<file path="config.mk">
export PLATFORM = sky130hd
export DESIGN_NAME = cdb_arbiter
export DESIGN_NICKNAME = d
export VERILOG_FILES = /design/src/rtl/cdb_pkg.sv /design/src/rtl/cdb_grant_sel.sv /design/src/rtl/cdb_arbiter.sv
export SDC_FILE = /design/constraint.sdc
export NUM_CORES = 1
export LEC_CHECK = 0
export ABC_AREA = 0
export ABC_CLOCK_PERIOD_IN_PS = 1400
export BUFFER_PORTS_ARGS = -buffer_cell sky130_fd_sc_hd__buf_4
export CORE_MARGIN = 3
export CORE_UTILIZATION = 38
export CTS_CLUSTER_DIAMETER = 30
export DETAILED_ROUTE_END_ITERATION = 8
export PLACE_DENSITY = 0.78
export SLEW_MARGIN = 15
export SYNTH_ARGS = -nofsm -noshare
export SYNTH_HDL_FRONTEND = slang
export SYNTH_SLANG_ARGS = --single-unit
</file>
<file path="constraint.sdc">
create_clock -name clk -period 1.4 [get_ports clk]
set_input_delay 0.07 -clock clk [delete_from_list [all_inputs] [get_ports clk]]
set_output_delay 0.07 -clock clk [all_outputs]
set_load 0.01 [all_outputs]
</file>
<file path="src/rtl/cdb_pkg.sv">
// Shared CDB definitions: default widths, arbiter FSM states and the bus record
// consumed by writeback and the reservation stations.
package cdb_pkg;

  localparam int CDB_NUM_REQ = 3;
  localparam int CDB_DATA_W  = 8;
  localparam int CDB_TAG_W   = 3;
  localparam int CDB_RD_W    = 2;

  typedef enum logic [1:0] {
    RUN    = 2'd0,
    DRAIN  = 2'd1,
    HALTED = 2'd2
  } cdb_state_t;

  typedef struct packed {
    logic                  valid;
    logic [CDB_TAG_W-1:0]  tag;
    logic [CDB_RD_W-1:0]   rd;
    logic                  we;
    logic [CDB_DATA_W-1:0] data;
  } cdb_bus_t;

  function automatic int ptr_w(input int n);
    return (n > 1) ? $clog2(n) : 1;
  endfunction

endpackage

</file>
<file path="src/rtl/cdb_grant_sel.sv">
// One-hot selector: first valid requester at or after i_ptr, wrapping modulo N.
// Tying i_ptr to zero yields fixed priority (lowest index wins).
module cdb_grant_sel #(
  parameter int N     = 3,
  parameter int PTR_W = 2
) (
  input  logic [N-1:0]     i_valid,
  input  logic [PTR_W-1:0] i_ptr,
  output logic [N-1:0]     o_grant
);

  localparam logic [PTR_W:0] N_L = (PTR_W+1)'(N);

  logic [PTR_W:0] w_idx;
  logic           w_found;

  always_comb begin
    o_grant = '0;
    w_found = 1'b0;
    w_idx   = '0;
    for (int k = 0; k < N; k++) begin
      // i_ptr < N, so one subtraction is enough to wrap
      w_idx = {1'b0, i_ptr} + (PTR_W+1)'(k);
      if (w_idx >= N_L) w_idx = w_idx - N_L;
      if (!w_found && i_valid[w_idx[PTR_W-1:0]]) begin
        o_grant[w_idx[PTR_W-1:0]] = 1'b1;
        w_found = 1'b1;
      end
    end
  end

endmodule

</file>
<file path="src/rtl/cdb_arbiter.sv">
// Single-port CDB arbiter with registered bus output and halt drain FSM.
// Define CDB_ARB_RR_EN for round-robin arbitration; default is fixed priority.
module cdb_arbiter
  import cdb_pkg::*;
#(
  parameter int NUM_REQ = CDB_NUM_REQ,
  parameter int DATA_W  = CDB_DATA_W,
  parameter int TAG_W   = CDB_TAG_W,
  parameter int RD_W    = CDB_RD_W
) (
  input  logic                      clk,
  input  logic                      rst,
  input  logic [NUM_REQ-1:0]        req_valid,
  output logic [NUM_REQ-1:0]        req_ready,
  input  logic [NUM_REQ*TAG_W-1:0]  req_tag,
  input  logic [NUM_REQ*RD_W-1:0]   req_rd,
  input  logic [NUM_REQ-1:0]        req_we,
  input  logic [NUM_REQ*DATA_W-1:0] req_data,
  input  logic                      flush,
  input  logic                      halt_req,
  output logic                      cdb_valid,
  output logic [TAG_W-1:0]          cdb_tag,
  output logic [RD_W-1:0]           cdb_rd,
  output logic                      cdb_we,
  output logic [DATA_W-1:0]         cdb_data,
  output logic                      halt_ack
);

  localparam int PTR_W = ptr_w(NUM_REQ);

  cdb_state_t         r_state;
  cdb_state_t         w_state_nxt;
  logic               w_run;
  logic [PTR_W-1:0]   w_ptr;
  logic [NUM_REQ-1:0] w_grant;
  logic               w_xfer;
  logic [TAG_W-1:0]   w_tag;
  logic [RD_W-1:0]    w_rd;
  logic               w_we;
  logic [DATA_W-1:0]  w_data;

  logic               r_valid;
  logic [TAG_W-1:0]   r_tag;
  logic [RD_W-1:0]    r_rd;
  logic               r_we;
  logic [DATA_W-1:0]  r_data;

  cdb_grant_sel #(
    .N     (NUM_REQ),
    .PTR_W (PTR_W)
  ) u_grant_sel (
    .i_valid (req_valid),
    .i_ptr   (w_ptr),
    .o_grant (w_grant)
  );

  // Grants never look at the output register: the CDB cannot back-pressure
  assign req_ready = (w_run && !flush) ? w_grant : '0;
  assign w_xfer    = |req_ready;

  always_comb begin
    w_tag  = '0;
    w_rd   = '0;
    w_we   = 1'b0;
    w_data = '0;
    for (int i = 0; i < NUM_REQ; i++) begin
      if (req_ready[i]) begin
        w_tag  = req_tag[i*TAG_W +: TAG_W];
        w_rd   = req_rd[i*RD_W +: RD_W];
        w_we   = req_we[i];
        w_data = req_data[i*DATA_W +: DATA_W];
      end
    end
  end

`ifdef CDB_ARB_RR_EN
  logic [PTR_W-1:0] r_ptr;
  logic [PTR_W-1:0] w_win;

  always_comb begin
    w_win = '0;
    for (int i = 0; i < NUM_REQ; i++) begin
      if (req_ready[i]) w_win = PTR_W'(i);
    end
  end

  // Only completed transfers move the pointer; flushed cycles have w_xfer=0
  always_ff @(posedge clk or posedge rst) begin
    if (rst) begin
      r_ptr <= '0;
    end else if (w_xfer) begin
      r_ptr <= (w_win == PTR_W'(NUM_REQ-1)) ? '0 : w_win + PTR_W'(1);
    end
  end

  assign w_ptr = r_ptr;
`else
  assign w_ptr = '0;
`endif

  always_ff @(posedge clk or posedge rst) begin
    if (rst) begin
      r_state <= RUN;
    end else begin
      r_state <= w_state_nxt;
    end
  end

  always_comb begin
    w_state_nxt = r_state;
    w_run       = 1'b0;
    halt_ack    = 1'b0;
    case (r_state)
      RUN: begin
        w_run = 1'b1;
        if (halt_req) w_state_nxt = DRAIN;
      end
      DRAIN: begin
        if (!r_valid) w_state_nxt = HALTED;
      end
      HALTED: begin
        halt_ack = 1'b1;
      end
      default: w_state_nxt = RUN;
    endcase
  end

  // Output register: a flush zeroes w_xfer, which clears valid and we
  always_ff @(posedge clk or posedge rst) begin
    if (rst) begin
      r_valid <= 1'b0;
      r_tag   <= '0;
      r_rd    <= '0;
      r_we    <= 1'b0;
      r_data  <= '0;
    end else begin
      r_valid <= w_xfer;
      r_we    <= w_xfer & w_we;
      if (w_xfer) begin
        r_tag  <= w_tag;
        r_rd   <= w_rd;
        r_data <= w_data;
      end
    end
  end

  assign cdb_valid = r_valid;
  assign cdb_tag   = r_tag;
  assign cdb_rd    = r_rd;
  assign cdb_we    = r_we;
  assign cdb_data  = r_data;

endmodule

</file>
# Word level (Yosys, flattened, before mapping)
# Index checks and enable logic that the tools add are counted.
[totals] output_inout_bits=19 wordCells=44 inputBits=49 reg_bits=17
[op_classes] reduce_logical=9 muxes=23 n_bitwise=2 n_eq_ne=4
[op_table] cell="2-to-1 mux 8 bit" count=3
[op_table] cell="2-to-1 mux 3 bit" count=5
[op_table] cell="2-to-1 mux 2 bit" count=6
[op_table] cell="2-to-1 mux 1 bit" count=8
[op_table] cell="one-hot mux 2 bit (3 select lines)" count=1
[op_table] cell="!= test 2 bit (second input constant)" count=2
[op_table] cell="logical AND 1 bit" count=3
[op_table] cell="zero test 1 bit" count=3
[op_table] cell="AND reduction 3 bit" count=1
[op_table] cell="OR reduction 3 bit" count=1
[op_table] cell="equality test 2 x 1 -> 1 bit (second input constant)" count=1
[op_table] cell="equality test 2 bit (second input constant)" count=1
[op_table] cell="zero test 2 bit" count=1
[op_table] cell="AND 1 bit" count=1
[op_table] cell="NOT 1 bit" count=1

# Longest topological paths before layout
# Gate-level depths: netlist of run 1.
[depth] ltp_word=12 depth_mapped=5 depth_no_buf=3

# Modules after synthesis
# Synthesis of run 1 repeated with hierarchy kept, for this count alone.
[hier_totals] hier_cells=131 hier_area_um2=1270.0
[by_module_without_submodules] module="cdb_arbiter" area_each_um2=997.2 cells_per_inst=95 n_inst=1 seq_area_each_um2=425.4
[by_module_without_submodules] module="cdb_grant_sel" area_each_um2=272.8 cells_per_inst=36 n_inst=1 seq_area_each_um2=0.0

# Least setup slack after synthesis of run 1
# OpenSTA, ideal clock, no wires.
[synth_timing] kind="flip-flop to flip-flop" startpoint="reg r_state[0]" endpoint="reg r_data[7] (netlist: cdb_data[7])" arrival_time_ns=1.274 required_ns=1.306 n_path_buf=1 setup_ns=0.094 slack_ns=0.033 period_less_slack_ns=1.367 path_stages_with_launch=5 path_cell_list="dfrtp_1 > nor3_2 > clkbuf_1 > nand3_1 > a221oi_2"
[synth_via] elab_chain_cells=7 elab_cells_between_ends=8 cone_classes="mux: 5; reduce/logical: 3"
[synth_rtl] element="from (decl)" line="cdb_arbiter.sv:31" text="cdb_state_t r_state;"
[synth_rtl] element="from (signal assigned)" line="cdb_arbiter.sv:105" text="r_state <= w_state_nxt;"
[synth_rtl] element="zero test 2 bit (*)" line="cdb_arbiter.sv:113" text="case (r_state)"
[synth_rtl] element="2-to-1 mux 1 bit (*)" line="cdb_arbiter.sv:113"
[synth_rtl] element="logical AND 1 bit (*)" line="cdb_arbiter.sv:58" text="assign req_ready = (w_run && !flush) ? w_grant : '0;"
[synth_rtl] element="2-to-1 mux 3 bit (*)" line="cdb_arbiter.sv:58"
[synth_rtl] element="2-to-1 mux 8 bit (3 in a row)" line="cdb_arbiter.sv:67" text="if (req_ready[i]) begin"
[synth_rtl] element="to (signal assigned)" line="cdb_arbiter.sv:142" text="r_data <= w_data;"
[synth_rtl] element="to (decl)" line="cdb_arbiter.sv:46" text="logic [DATA_W-1:0] r_data;"
# Mark *: on every way between the ends. The rest lies on a longest branch, timed or not.
# A chain may end at the register's enable or synchronous reset.

# Worst setup path in the final report of run 1
[layout_timing] startpoint="reg r_state[0]" endpoint="out req_ready[2]"
[layout_via] elab_chain_cells=4
[layout_rtl] element="zero test 2 bit" line="cdb_arbiter.sv:113"
[layout_rtl] element="2-to-1 mux 1 bit" line="cdb_arbiter.sv:113"
[layout_rtl] element="logical AND 1 bit" line="cdb_arbiter.sv:58"
[layout_rtl] element="2-to-1 mux 3 bit" line="cdb_arbiter.sv:58"
[layout_rtl] element="to (decl)" line="cdb_arbiter.sv:14" text="output logic [NUM_REQ-1:0] req_ready,"
# Every way passes these cells.

==> results of run 1 <==
==> area by class of cell <==
cell class | count | share of cell area
clock buffer | 4 | 0.01556
inverter | 1 | 0.002222
multi-input combinational | 83 | 0.3526
sequential | 17 | 0.2519
tap | 30 | 0.02222
timing repair buffer | 79 | 0.3556
==> power by group through the flow <==
| stage | sequential (mW) | clock, mW | combinational [mW] |
|---|---|---|---|
| global placement | 0.875 | 0 | 1.15 |
| global route | 0.924 | 0.292 | 1.38 |
| finish | 0.891 | 0.266 | 1.27 |
| CTS | 0.888 | 0.274 | 1.26 |
| floorplan | 0.956 | 0 | 0.517 |
| detailed placement | 0.889 | 0 | 1.18 |
==> sequential cells by signal (all words and copies together), names as in the netlist <==
name / flops
cdb_data: 8
cdb_rd: 2
cdb_tag: 3
cdb_valid: 1
cdb_we: 1
r_state: 2
==> worst reg2reg max path: cells and delay by family, from the launching register on <==
kind             cells  cell delay [ns]
AO/OA/AOI/OAI        2             0.41
AND/OR/NAND/NOR      1             0.43
flip-flops           1             0.44
==> kinds of logic after synthesis <==
logic type | Yosys count
and+or+nand+nor | 51
AOI/OAI and AO/OA | 31
DFF | 17
buffers and inverters | 11
muxes | 1
==> cells in the mapped netlist <==
library cell / count / area (um2)
nor3_1: 3 / 15.01
a21o_1: 1 / 7.510
or3_1: 1 / 6.260
mux2i_1: 1 / 10.01
nand4b_1: 1 / 8.760
and3_1: 3 / 18.77
and2_4: 1 / 8.760
nand2_1: 10 / 37.54
a211oi_1: 3 / 22.52
a221oi_2: 3 / 45.04
o21a_1: 10 / 75.07
nor2b_1: 12 / 75.07
or3_4: 1 / 11.26
a21oi_1: 3 / 15.01
inv_1: 1 / 3.750
nor3_2: 1 / 10.01
o31a_1: 1 / 8.760
o311ai_0: 10 / 87.58
buf_6: 2 / 22.52
nand3_1: 3 / 15.01
and2_1: 2 / 12.51
clkbuf_1: 6 / 22.52
dfrtp_1: 17 / 425.4
buf_2: 2 / 10.01
nor3b_1: 10 / 75.07
nor2_1: 3 / 11.26
==> final timing paths <==
kind / from / end / slack [ns]
max in group asynchronous: rst / r_state[0]$_DFFE_PP0P_ / 0.55
min reg2reg: cdb_data[5]$_DFFE_PP0P_ / cdb_data[5]$_DFFE_PP0P_ / 0.50
min: halt_req / r_state[0]$_DFFE_PP0P_ / 0.03
max reg2reg: r_state[0]$_DFFE_PP0P_ / cdb_rd[1]$_DFFE_PP0P_ / 0.01
min in group asynchronous: rst / cdb_data[7]$_DFFE_PP0P_ / 0.43
max: r_state[0]$_DFFE_PP0P_ / req_ready[2] / -0.02
==> metal layers <==
metal	track usage	part of all wire	routed length [um]	vias up
met3	0.05921	0.088	283	4
met1	0.2260	0.38	1242	542
met4	0.06796	0.0099	32	0
met2	0.3486	0.52	1669	47
met5	0	0	0	-
li1	-	-	-	561
==> per-stage QoR <==
step                cell area, um2  utilization
floorplan                     1061            -
global placement              1584       0.6170
detailed placement            1584       0.6170
CTS                           1674       0.6520
global route                  1689       0.6579
finish                        1689       0.6579
==> timing repair <==
| item | 4_1_cts | 5_1_grt |
|---|---|---|
| buffers inserted | 4 | 1 |
| setup endpoints to repair | 3 | 12 |
| hold buffers | 1 | 0 |
| pin swaps | 1 | 0 |
| hold endpoints to repair | 17 | 0 |
| gates cloned | 1 | 0 |
| gates resized for setup | 4 | 7 |
==> impl_metrics.json, run 1 <==
{
  "outcome": "finished, violations left",
  "seq_area_um2": 425.4,
  "synth_top_family_by_area": "simple AND/OR/NAND/NOR gates",
  "reg2reg_depth": 3,
  "insertion_delay_ns": 0.29,
  "synth_xor_xnor_area_share": 0,
  "period_share": 1.011,
  "setup_viol": 1,
  "avgSynthCellArea_um2": 9.559,
  "comb_power_share": 0.522,
  "pin_count": 68,
  "die_area_um2": 3462,
  "crit_type": "flip-flop to primary output",
  "syn_inst": 111,
  "grt-ovfl-total": 0,
  "worstHoldPathCells": 3,
  "dp.cells": 203,
  "multi_input_area_um2": 595.6,
  "max_freq_mhz": 706.5,
  "first_pass_iters": 6,
  "finalCriticalPeriod_ns": 1.415,
  "cts-root-buf": "clkbuf_4",
  "hp-class": "input port to flip-flop",
  "p_leak_nw": 0.7734,
  "antenna_found_initial": 0,
  "cp.depth": 4,
  "drt-total-wl_mm": 3.226,
  "synth_fa_ha_area_frac": 0,
  "maxCapViolCount": 0,
  "htree_levels": 1,
  "netlist_area_um2": 1061,
  "place.gp.congestion": 0.7719,
  "fin_tns_setup_ns": -0.01536,
  "initial_utilization": 0.4133,
  "cts_tree": "done",
  "switching_power_mw": 0.8645,
  "ys_seq_area_frac": 0.4009,
  "seq_power_share": 0.368,
  "vias_per_cell": 5.393,
  "finClkSkew_ns": 0.001974,
  "drtIter0Drc": 40,
  "area_growth_pct": 59.20,
  "drcViolationCount": 0,
  "worstSetupStartpointType": "flip-flop",
  "max_slew_margin": 0.5556,
  "worst_slack_ns": -0.01536,
  "synth.area.mux_share": 0.009434,
  "drtAntennaViolNets": 0,
  "crit_path_frequent_cell": "buf_6",
  "drive_gt1_frac": 0.4837,
  "grt_start_max_net_pins": 22,
  "ys_seq_elements": 17,
  "dieWidth_um": 58.84,
  "crit_buf_inv": 2,
  "failed_checks": "negative setup slack",
  "syn-num-nets": 160,
  "critical_path_arrival_ns": 1.35,
  "grt_pass1_wl_mm": 5.119,
  "synth_compound_area_frac": 0.2465,
  "clk_pin_slew_worst_paths_ns": 0.10,
  "crit_required_ns": 1.33,
  "peakVddDrop_v": 0.0008547,
  "drv_slew": 0,
  "yosysUniqueCellTypes": 26,
  "cts_num_sinks": 17,
  "ys_warn_count": 0,
  "cts_buffers": 3,
  "cp-end-kind": "primary output",
  "cellPowerDensity_nw_per_um2": 1434,
  "pre_cts_slack_ns": 0.03040,
  "n_antenna_cell": 0,
  "path_max_fanout": 6,
  "power.internal_mw": 1.558,
  "rsz0062_at_grt": "yes",
  "clkPwrFrac": 0.110,
  "port_buffers": 67,
  "grt_use_total": 0.1980,
  "layout_commonest_cell": "buf_4",
  "fin_hold_ws_ns": 0.03453,
  "worstPathCellList": "nor3_4, buf_6, and3_4, buf_6",
  "coreArea_um2": 2567,
  "dp_hpwl_mm": 2.484,
  "synth_simple_gate_area_frac": 0.2877,
  "fin_nets": 234,
  "final_cell_mix": "buf_4, dfrtp_1, nor2b_1",
  "power_mw": 2.422,
  "max_stage_delay_ns": 0.44,
  "layoutNonFillerInstCount": 214,
  "fill_cells": 229,
  "finalHoldViolCount": 0,
  "worst_slew_pin_slew_ns": 0.6658,
  "cp_top_family": "flip-flops",
  "clock_path_buffers": 2,
  "p_sw_frac": 0.3569,
  "crit_slowest_cell": "dfrtp_1",
  "wl_per_cell_um": 15.07,
  "rows": 18,
  "vias": 1154,
  "die-height_um": 58.84,
  "grt_pass1_vias": 1127
}
No activity file was read; power rests on OpenSTA's default activity.
==> run 2, diff against run 1 <==
--- a/config.mk
+++ b/config.mk
@@ -6,7 +6,7 @@
 export NUM_CORES = 1
 export LEC_CHECK = 0
 export ABC_AREA = 0
-export ABC_CLOCK_PERIOD_IN_PS = 1400
+export ABC_CLOCK_PERIOD_IN_PS = 1200
 export BUFFER_PORTS_ARGS = -buffer_cell sky130_fd_sc_hd__buf_4
 export CORE_MARGIN = 3
 export CORE_UTILIZATION = 38
==> constraint.sdc (replaced) <==
create_clock -name clk -period 1.2 [get_ports clk]
set_input_delay 0.06 -clock clk [delete_from_list [all_inputs] [get_ports clk]]
set_output_delay 0.06 -clock clk [all_outputs]
set_load 0.01 [all_outputs]
==> run 2 against run 1 <==
Effect of this change: the flow still finishes with violations (negative setup slack); setup slack lost 0.17 ns; routed wire length grew 2.9%; largest cell class unchanged; final cell count grew 1.9%; largest power group unchanged; flip-flop and latch count is the same; power grew 23%.
==> impl_metrics.json, run 2 (synthesized netlist as in run 1, its figures left out) <==
{
  "seq_area_um2": 425.4,
  "power_mw": 2.967,
  "worst_slack_ns": -0.1851,
  "fin_nets": 238,
  "crit_required_ns": 1.37,
  "first_pass_iters": 4,
  "rows": 18,
  "insertion_delay_ns": 0.29,
  "failed_checks": "negative setup slack",
  "coreArea_um2": 2567,
  "dpl-instance-area_um2": 1627,
  "final_area_um2": 1755,
  "period_share": 1.154,
  "hp-class": "input port to flip-flop",
  "grt_pass1_wl_mm": 5.430,
  "clock_path_buffers": 2,
  "cp-end-kind": "flip-flop",
  "max_slew_margin": 0.5583,
  "grt_start_max_net_pins": 22,
  "drcViolationCount": 0,
  "cts_buffers": 3,
  "setup_viol": 19,
  "drive_gt1_frac": 0.5266,
  "antenna_found_initial": 0,
  "outcome": "finished, violations left",
  "worst_slew_pin_slew_ns": 0.6618,
  "largest_reg_flops": 8,
  "final_cell_mix": "buf_4, dfrtp_1, nor2b_1",
  "p_leak_nw": 0.8040,
  "maxCapViolCount": 0,
  "wl_per_cell_um": 15.22,
  "drtIter0Drc": 28,
  "grt_use_total": 0.2055,
  "clk_pin_slew_worst_paths_ns": 0.10,
  "finalCriticalPeriod_ns": 1.385,
  "dp_hpwl_mm": 2.505,
  "finClkSkew_ns": 0.005886,
  "drv_slew": 0,
  "n_antenna_cell": 0,
  "cts_num_sinks": 17,
  "pin_count": 68,
  "multi_input_area_um2": 625.6,
  "critical_path_arrival_ns": 1.56,
  "fill_cells": 203,
  "fin_tns_setup_ns": -1.852,
  "finalHoldViolCount": 0,
  "drt-total-wl_mm": 3.318,
  "htree_levels": 1,
  "area_growth_pct": 65.45,
  "rsz0062_at_grt": "yes",
  "fin_hold_ws_ns": 0.02599,
  "cts-root-buf": "clkbuf_4",
  "cts_tree": "done",
  "port_buffers": 67,
  "initial_utilization": 0.4133,
  "max_freq_mhz": 722.0,
  "dieWidth_um": 58.84,
  "cellPowerDensity_nw_per_um2": 1690,
  "crit_type": "flip-flop to flip-flop",
  "grt-ovfl-total": 0,
  "layout_commonest_cell": "buf_4",
  "vias": 1165,
  "die_area_um2": 3462,
  "drtAntennaViolNets": 0,
  "path_max_fanout": 3,
  "grt_pass1_vias": 1213,
  "place.gp.congestion": 0.7464,
  "worstSetupStartpointType": "flip-flop",
  "pre_cts_slack_ns": -0.06834,
  "die-height_um": 58.84,
  "vias_per_cell": 5.344,
  "peakVddDrop_v": 0.001116
}
[run 2: cell count changes in the layout (fill, tap and decap cells not counted), sizes merged]
| cell | previous run | this run |
|---|---|---|
| buf | 78 | 81 |
| and2 | 3 | 4 |
[run 2: critical path, stage by stage, from the launching register on]
cell	delay, ns
dfrtp_1	0.40
buf_4	0.14
or3_4	0.41
a211oi_2	0.23
a221oi_2	0.10
[run 2: path summary, 6_finish.rpt]
| path | depth (start not counted) | end | slack (ns) | from |
|---|---|---|---|---|
| max in group asynchronous | 3 | cdb_we$_DFF_PP0_ | 0.35 | rst |
| max | 4 | cdb_data[7]$_DFFE_PP0P_ | -0.19 | r_state[0]$_DFFE_PP0P_ |
| max reg2reg | 4 | cdb_data[7]$_DFFE_PP0P_ | -0.19 | r_state[0]$_DFFE_PP0P_ |
| min reg2reg | 1 | cdb_data[4]$_DFFE_PP0P_ | 0.51 | cdb_data[4]$_DFFE_PP0P_ |
| min in group asynchronous | 3 | cdb_data[0]$_DFFE_PP0P_ | 0.42 | rst |
| min | 3 | cdb_tag[2]$_DFFE_PP0P_ | 0.03 | req_tag[5] |
[run 2: power by group]
part           internal [mW]  total (mW)  switching, mW
sequential             0.840        1.03          0.186
clock                  0.129       0.306          0.177
combinational          0.961        1.64          0.675
total                   1.93        2.97           1.04
[run 2: timing repair]
| action | 4_1_cts | 5_1_grt |
|---|---|---|
| cloned | 1 | 0 |
| buffers inserted | 5 | 1 |
| hold endpoints to repair | 17 | 0 |
| endpoints found under the setup margin | 18 | 19 |
| pin swaps | 4 | 3 |
| hold buffers | 1 | 0 |
| resized for setup | 13 | 3 |
[run 2: area by class of cell]
cell class | instances | share of cell area
tap | 30 | 0.02138
clock buffer | 4 | 0.01497
inverter | 1 | 0.002138
multi-input combinational | 84 | 0.3564
timing repair buffer | 82 | 0.3628
sequential | 17 | 0.2423
[run 2: routing by layer]
metal	wire, um	share of wire	up-vias	global-route usage
li1	-	-	564	-
met1	1337	0.40	546	0.2500
met2	1670	0.50	53	0.3549
met3	284	0.086	2	0.05482
met4	25	0.0075	0	0.05825
met5	0	0	-	0
[run 2: metrics by stage]
stage          cells  utilization
2_1_floorplan    111            -
3_3_place_gp     206       0.6335
3_5_place_dp     206       0.6335
4_1_cts          217       0.6808
5_1_grt          218       0.6837
6_report         218       0.6837
==> run 3, diff against run 2 <==
--- a/config.mk
+++ b/config.mk
@@ -8,6 +8,7 @@
 export ABC_AREA = 0
 export ABC_CLOCK_PERIOD_IN_PS = 1200
 export BUFFER_PORTS_ARGS = -buffer_cell sky130_fd_sc_hd__buf_4
+export CORE_ASPECT_RATIO = 1.2
 export CORE_MARGIN = 3
 export CORE_UTILIZATION = 38
 export CTS_CLUSTER_DIAMETER = 30
==> run 3 against run 2 <==
Effect of this change: the run still ends with negative setup slack left; fmax down 0.18%; global-route usage is 0.13 points lower; sequential share of layout area down 0.12 points; sequential power is essentially flat; routed wire length down 2.6%; non-clock buffer count unchanged; hold slack gained 0.0093 ns; first-iteration DRC count is 43% lower; highest routed layer unchanged; combinational power is essentially flat; count of clock-buffer cells in the layout unchanged.
==> impl_metrics.json, run 3 (synthesized netlist as in run 1, its figures left out) <==
{
  "outcome": "finished, violations left",
  "failed_checks": "negative setup slack",
  "startpoint": "r_state[0]$_DFFE_PP0P_",
  "place.gp.congestion": 0.7606,
  "finalCriticalPeriod_ns": 1.388,
  "worstSetupStartpointType": "flip-flop",
  "port_buffers": 67,
  "cp_top_family": "flip-flops",
  "r2r-start": "r_state[0]$_DFFE_PP0P_",
  "power_mw": 2.951,
  "finalHoldViolCount": 0,
  "period_share": 1.156,
  "layout_commonest_cell": "buf_4",
  "clock_path_buffers": 2,
  "p_leak_nw": 0.8052,
  "seq_area_um2": 425.4,
  "largest_reg_flops": 8,
  "wl_per_cell_um": 14.62,
  "grt-ovfl-total": 0,
  "hold_start": "req_tag[5]",
  "path_max_fanout": 4,
  "fill_cells": 208,
  "grt_use_total": 0.2042,
  "crit_type": "flip-flop to primary output",
  "cts_tree": "done",
  "crit_buf_inv": 2,
  "coreArea_um2": 2603,
  "rows": 20,
  "max_slew_margin": 0.5772,
  "worst_slack_ns": -0.1876,
  "grt_pass1_wl_mm": 5.292,
  "maxCapViolCount": 0,
  "multi_input_area_um2": 630.6,
  "hp-class": "input port to flip-flop",
  "vias_per_cell": 5.353,
  "max_freq_mhz": 720.6,
  "htree_levels": 1,
  "pin_count": 68,
  "pre_cts_slack_ns": -0.07525,
  "die_area_um2": 3465,
  "area_growth_pct": 66.27,
  "finClkSkew_ns": 0.002756,
  "drtIter0Drc": 16,
  "insertion_delay_ns": 0.28,
  "max_stage_delay_ns": 0.41,
  "fin_nets": 238,
  "crit_required_ns": 1.14,
  "clk_pin_slew_worst_paths_ns": 0.09,
  "cts_num_sinks": 17,
  "worstPathCellList": "nor3_2, buf_6, and3_4, buf_6",
  "dp_hpwl_mm": 2.578,
  "n_antenna_cell": 0,
  "drive_gt1_frac": 0.5319,
  "drt-total-wl_mm": 3.231,
  "cts-root-buf": "clkbuf_4",
  "worst_slew_pin_slew_ns": 0.6335,
  "drtAntennaViolNets": 0,
  "crit_slowest_cell": "dfrtp_1",
  "fin_hold_ws_ns": 0.03532,
  "critical_path_arrival_ns": 1.33,
  "rsz0062_at_grt": "yes",
  "grt_start_max_net_pins": 22,
  "initial_utilization": 0.4077,
  "cellPowerDensity_nw_per_um2": 1673,
  "drv_slew": 0,
  "first_pass_iters": 4,
  "vias": 1183,
  "peakVddDrop_v": 0.001025,
  "cts_buffers": 3,
  "cp-end-kind": "primary output",
  "antenna_found_initial": 0,
  "crit_path_frequent_cell": "buf_6",
  "final_cell_mix": "buf_4, dfrtp_1, nor2b_1",
  "setup_viol": 18,
  "drcViolationCount": 0,
  "fin_tns_setup_ns": -1.931,
  "grt_pass1_vias": 1227,
  "dieWidth_um": 54.24,
  "die-height_um": 63.89
}
## run 3: cell count changes in the layout (fill, tap and decap cells not counted)
cell | previous run | this run
o311ai_1 | 5 | 6
o311ai_0 | 5 | 4
nand3_2 | 1 | 2
nand3_1 | 2 | 1
## run 3: metrics by stage
stage,area [um2],instances,utilization
2_1_floorplan,1086,111,-
3_3_place_gp,1638,210,0.6293
3_5_place_dp,1638,210,0.6293
4_1_cts,1754,221,0.6740
5_1_grt,1764,221,0.6779
6_report,1764,221,0.6779
## run 3: layout make-up
type | instances | area share
multi-input combinational | 84 | 0.3574
timing repair buffer | 82 | 0.3610
clock buffer | 4 | 0.01489
tap | 33 | 0.02340
inverter | 1 | 0.002128
sequential | 17 | 0.2411
## run 3: metal layers
layer  vias up  track usage  routed length, um
met1       568       0.2348               1219
met3         4      0.03963                212
li1        563            -                  -
met2        48       0.3668               1770
met4         0      0.05607                 29
met5         -            0                  0
## run 3: path summary, 6_finish.rpt
check	end	slack (ns)	depth (start not counted)
hold reg to reg	cdb_data[0]$_DFFE_PP0P_	0.51	1
min in group asynchronous	cdb_data[2]$_DFFE_PP0P_	0.42	3
setup reg to reg	cdb_rd[1]$_DFFE_PP0P_	-0.17	4
hold / removal	cdb_tag[2]$_DFFE_PP0P_	0.04	3
max in group asynchronous	r_state[1]$_DFFE_PP0P_	0.38	3
setup / recovery	req_ready[2]	-0.19	4
## run 3: repair_timing
action	CTS	global route
hold buffers	1	0
pin swaps	6	4
hold endpoints to repair	17	0
endpoints found under the setup margin	18	19
gates resized for setup	14	4
cloned	1	0
setup buffers	5	0
## run 3: power breakdown
group          leakage (nW)  internal (mW)  switching, mW
logic                 0.593          0.950          0.676
clock network        0.0150          0.129          0.159
registers             0.198          0.841          0.196
total                 0.805           1.92           1.03
## run 3: tightest hold or removal path, stage by stage
cell	delay [ns]
buf_4	0.11
nand3_2	0.05
a221oi_2	0.05
